**src/rtl/shift_register_ctrl.sv**
```systemverilog
// Command sequencer for an 8-bit shift register: load, N shifts (clamped to 8), stream out bits, return result.
// Optional rotate support is compiled in with `define SHIFT_CTRL_ROTATE_EN.
module shift_register_ctrl (
  input  logic       CLK,
  input  logic       RST,
  input  logic       CMD_VALID,
  output logic       CMD_READY,
  input  logic [7:0] CMD_DATA,
  input  logic       CMD_DIR,
  input  logic [3:0] CMD_COUNT,
  input  logic       CMD_FILL,
  input  logic       CMD_ROT,
  output logic       SR_LOAD,
  output logic       SR_SHIFT,
  output logic       SR_DIR,
  output logic       SR_SER_IN,
  output logic [7:0] SR_DATA,
  input  logic [7:0] SR_Q,
  output logic       BIT_OUT,
  output logic       BIT_VALID,
  output logic [7:0] RESULT,
  output logic       DONE
);

  typedef enum logic [1:0] {IDLE, LOAD, SHIFT, FINISH} state_t;

  state_t     state, next_state;
  logic [7:0] data_q;
  logic       dir_q;
  logic       fill_q;
  logic [3:0] count_q;
  logic       out_bit;
  logic       ser_bit;
  logic       accept;

  assign accept  = (state == IDLE) && CMD_VALID;
  assign out_bit = dir_q ? SR_Q[7] : SR_Q[0];

`ifdef SHIFT_CTRL_ROTATE_EN
  logic rot_q;

  always_ff @(posedge CLK) begin
    if (RST)         rot_q <= 1'b0;
    else if (accept) rot_q <= CMD_ROT;
  end

  // Rotation feeds the outgoing bit straight back in during the same cycle.
  assign ser_bit = rot_q ? out_bit : fill_q;
`else
  logic unused_rot;
  assign unused_rot = CMD_ROT;
  assign ser_bit    = fill_q;
`endif

  // NOTE: sequential state uses non-blocking assignments so every register samples pre-edge values.
  always_ff @(posedge CLK) begin
    if (RST) begin
      state     <= IDLE;
      data_q    <= 8'h00;
      dir_q     <= 1'b0;
      fill_q    <= 1'b0;
      count_q   <= 4'd0;
      BIT_OUT   <= 1'b0;
      BIT_VALID <= 1'b0;
      RESULT    <= 8'h00;
      DONE      <= 1'b0;
    end else begin
      state     <= next_state;
      BIT_VALID <= (state == SHIFT);
      DONE      <= (state == FINISH);
      if (accept) begin
        data_q  <= CMD_DATA;
        dir_q   <= CMD_DIR;
        fill_q  <= CMD_FILL;
        count_q <= (CMD_COUNT > 4'd8) ? 4'd8 : CMD_COUNT;
      end
      if (state == SHIFT) begin
        BIT_OUT <= out_bit;
        count_q <= count_q - 4'd1;
      end
      if (state == FINISH) RESULT <= SR_Q;
    end
  end

  // NOTE: every combinational output gets a default first so no path can infer a latch.
  always_comb begin
    next_state = state;
    CMD_READY  = 1'b0;
    SR_LOAD    = 1'b0;
    SR_SHIFT   = 1'b0;
    SR_SER_IN  = 1'b0;
    unique case (state)
      IDLE: begin
        CMD_READY = !RST;
        if (CMD_VALID) next_state = LOAD;
      end
      LOAD: begin
        SR_LOAD    = 1'b1;
        next_state = (count_q == 4'd0) ? FINISH : SHIFT;
      end
      SHIFT: begin
        SR_SHIFT  = 1'b1;
        SR_SER_IN = ser_bit;
        if (count_q == 4'd1) next_state = FINISH;
      end
      FINISH: next_state = IDLE;
      default: next_state = IDLE;
    endcase
  end

  assign SR_DIR  = dir_q;
  assign SR_DATA = data_q;

endmodule

```
**config.mk**
```make
export PLATFORM = sky130hd
export DESIGN_NAME = shift_register_ctrl
export DESIGN_NICKNAME = d
export VERILOG_FILES = /design/src/rtl/shift_register_ctrl.sv
export SDC_FILE = /design/constraint.sdc
export NUM_CORES = 1
export LEC_CHECK = 0
export ABC_CLOCK_PERIOD_IN_PS = 2850
export CORE_ASPECT_RATIO = 1.4
export CORE_MARGIN = 3
export CORE_UTILIZATION = 46
export CTS_CLUSTER_SIZE = 28
export DETAILED_ROUTE_END_ITERATION = 16
export GPL_TIMING_DRIVEN = 0
export PLACE_DENSITY = 0.85
export SETUP_SLACK_MARGIN = 0.3
export SYNTH_ARGS = -nofsm -noshare
export SYNTH_HDL_FRONTEND = slang
export SYNTH_SLANG_ARGS = --single-unit
export TNS_END_PERCENT = 20
```
**constraint.sdc**
```tcl
create_clock -name CLK -period 2.85 [get_ports CLK]
set_clock_uncertainty 0.15 [all_clocks]
set_input_delay 0.57 -clock CLK [delete_from_list [all_inputs] [get_ports CLK]]
set_output_delay 0.57 -clock CLK [all_outputs]
set_load 0.01 [all_outputs]
```
==> key figures <==
Status
  • Status: finished, final reports clean

Synth
  • Post-Syn Nets: 168
  • Largest family of logic cells by synthesized area: compound AO/OA/AOI/OAI gates
  • Yosys top cell by area: dfxtp_1
  • Xor-xnor portion of the synthesized cell area: 0
  • Post-synth ARST share: 0
  • Yosys warnings: 0
  • Register area share after synthesis: 0.429
  • Post-synthesis mux area share: 0.0714
  • Most frequent cell after synthesis: dfxtp_1
  • Top cell type's share of synthesized area: 0.429
  • Avg Cell Area, Syn: 9.41 µm²
  • EDFF count, synth: 0
  • Synth Area in Adders: 0.0794
  • Cell area after synthesis: 1260 µm²
  • Commonest cells post-synth: dfxtp_1 (27), nand2_1 (21), a21oi_2 (11), nor2_1 (11), mux2i_1 (9)
  • Post-synthesis register bit count: 27
  • Ys flop type: dfxtp_1
  • Synthesized-area fraction occupied by ao, oa, aoi and oai cells: 0.187
  • Unique masters post-synth: 32
  • Simple-Gate Fraction of Synth Area: 0.184
  • Area contributors post-synth: dfxtp_1 (43%), ha_1 (7.9%), a21oi_2 (7.6%)
  • Post-Synthesis Cells: 134

Routing
  • Met2 routed WL: 1.60 mm
  • Via-to-Cell Ratio: 5.10
  • Final ANT Viol Nets: 0
  • Per-cell routed wire length: 13.6 µm
  • Final WL: 2.99 mm
  • 1st-iter DRT viols: 12
  • Via count: 1,121
  • DRT Pass-1 Iters: 4
  • Metal3 WL: 169 µm
  • M1 WL: 1.17 mm
  • DR top layer: met4
  • DRC errors left: 0

Place
  • Final HPWL from detailed placement: 2.24 mm
  • Routability cong.: 0.748
  • Count of buffers from port buffering: 47
  • Placed cell areas: 1770 µm²

Die
  • Die Wd: 50.3 µm
  • Die ar.: 3420 µm²
  • I/O pins: 50
  • Initial Utilization: 0.505
  • Die Y: 68.0 µm
  • Core area: 2500 µm²
  • Num rows: 21

Finish
  • Layout area overhead: 45.9%
  • Fraction of layout cells with a size suffix above 1: 0.194
  • Final nets: 221
  • Antenna diode count: 0
  • Final instance area: 1840 µm²

Clock network
  • Num Clock Sinks: 27
  • Cts hold-fix bufs: 0
  • Clock tree buffer depth: 2
  • Reg clk slew, reported paths: 0.15 ns
  • CTS root buf: clkbuf_4
  • H-tree levels: 1
  • CTS tree: built
  • Clk_lat worst skew: 0.32 ns
  • Num CTS Buffers: 3

GRT
  • Total GRT Usage: 0.193
  • Gr ovfl total: 0
  • First-pass GRT wire length: 5.15 mm
  • Vias in the first global route: 1,176
  • Largest net degree at the start of global routing: 17
  • Initial antenna violation count: 0

Worst setup path
  • R2R setup slack: 1.30 ns
  • Max Fanout on Critical Path: 6
  • Critical Path End Type: output pin
  • CP Data Arrival Time: 1.74 ns
  • Crit path cell chain: inv_1, ha_4, nor2b_1, clkdlybuf4s50_1
  • Worst R2R Path Depth: 5
  • Kind of critical path: reg -> out
  • CP max stage delay: 0.54 ns
  • CP bufs+invs: 2
  • Critical path's top delay family: buffers and inverters
  • RR Endpoint: count_q[0]$_SDFFE_PP0P_
  • Slowest library cell on the worst path: clkdlybuf4s50_1
  • Worst EP required: 2.13 ns
  • FF-to-FF Start: state[1]$_SDFFE_PP0P_
  • Startpoint types: register

STA
  • Slew Viols, Final: 0
  • Hold slack final: 0.329 ns
  • Final Hold Vio Count: 0
  • RSZ-0062 raised after global routing: false
  • Total negative slack: 0 ns
  • Final setup violating endpoints: 0
  • Fin crit share: 0.862
  • Worst-Margin Slew: 0.346 ns
  • Slew margin rel.: 0.768
  • Fmax: 0.407 GHz
  • Minimum period implied by the final worst setup slack: 2.46 ns

Power and ir drop
  • Pwr Density: 787 nW/µm²
  • Leakage: 0.656 nW
  • Max VDD drop: 0.534 mV

Min path
  • Worst hold stages: 2
  • Hold Path End: fill_q$_SDFFE_PP0P_
  • Worst min-delay path startpoint: fill_q$_SDFFE_PP0P_
  • Min-delay worst type: reg -> reg

Flow run
  • Number of max-cap violations: 0
==> flip-flops by register name, summed over array words and instances, names as in the netlist <==
| register | cells |
|---|---|
| fill_q | 1 |
| DONE | 1 |
| SR_DIR | 1 |
| BIT_VALID | 1 |
| state | 2 |
| BIT_OUT | 1 |
| RESULT | 8 |
| count_q | 4 |
| SR_DATA | 8 |
==> worst max-delay path by stage <==
stage                end                   from  slack, ns  cells after the start
6_report       CMD_READY  state[1]$_SDFFE_PP0P_       0.39                      4
5_1_grt        CMD_READY  state[1]$_SDFFE_PP0P_       0.31                      4
4_1_cts        CMD_READY  state[1]$_SDFFE_PP0P_       0.33                      4
3_5_place_dp   SR_SER_IN  state[0]$_SDFFE_PP0P_       0.38                      5
3_3_place_gp   SR_SER_IN  state[0]$_SDFFE_PP0P_       0.42                      5
2_1_floorplan  SR_SER_IN  state[0]$_SDFFE_PP0P_       0.97                      4
==> repair_timing <==
item,in CTS,in global routing
setup buffers,1,0
gates cloned,0,0
resized for setup,8,1
setup endpoints to repair,2,1
==> through the flow <==
| stage | setup slack, ns | std cells | total power, W | utilization |
|---|---|---|---|---|
| finish | 0.394 | 220 | 0.00145 | 0.737 |
| floorplan | 0.969 | 134 | 0.000972 | - |
| detailed placement | 0.379 | 215 | 0.00123 | 0.711 |
| CTS | 0.331 | 220 | 0.00144 | 0.733 |
| global route | 0.313 | 220 | 0.00155 | 0.737 |
| global placement | 0.418 | 215 | 0.00119 | 0.711 |
==> cells in the final DEF (no fill, tap or decap), types with 2 or more instances in the layout <==
cell             instances
inv_2                    2
dfxtp_1                 25
ha_4                     2
a21oi_2                 11
nand2_1                 21
a211oi_2                 2
mux2i_1                  9
clkbuf_4                 3
a211oi_1                 2
buf_4                    2
a31oi_1                  2
nor2b_1                  4
dfxtp_2                  2
clkdlybuf4s50_1         46
nand4_1                  3
a311oi_1                 2
ha_1                     6
inv_1                    4
buf_2                    5
nor2_1                  11
o21ai_1                  3
nand3b_1                 2
==> routing by layer <==
layer	track usage	vias up
li1	-	563
met1	0.204	515
met2	0.366	37
met3	0.0414	6
met4	0.0761	0
met5	0	-
==> tightest hold or removal path: stages (launching register included) <==
cell and delay (ns):
dfxtp_1 0.33, nand2_1 0.07, a21oi_2 0.05
==> power breakdown <==
group,switching (W),internal (W)
Clock,0.000114,0.0000536
Sequential,0.0000749,0.000463
Combinational,0.000362,0.000380
==> final cells by class <==
cell class	instances	area [µm²]
flip-flops and latches	27	543
clock buffers	3	22.5
fillers	191	656
plain buffers	7	43.8
clock inverters	1	7.51
repair buffers	48	477
multi-input cells	94	682
well taps	34	42.5
inverters	6	22.5
==> kinds of logic after synthesis <==
group           after synthesis
compound gates               28
simple gates                 49
buf+inv                      13
flops                        27
mux                           9
fa+ha+maj                     8
(Power assumes the default switching activity.)
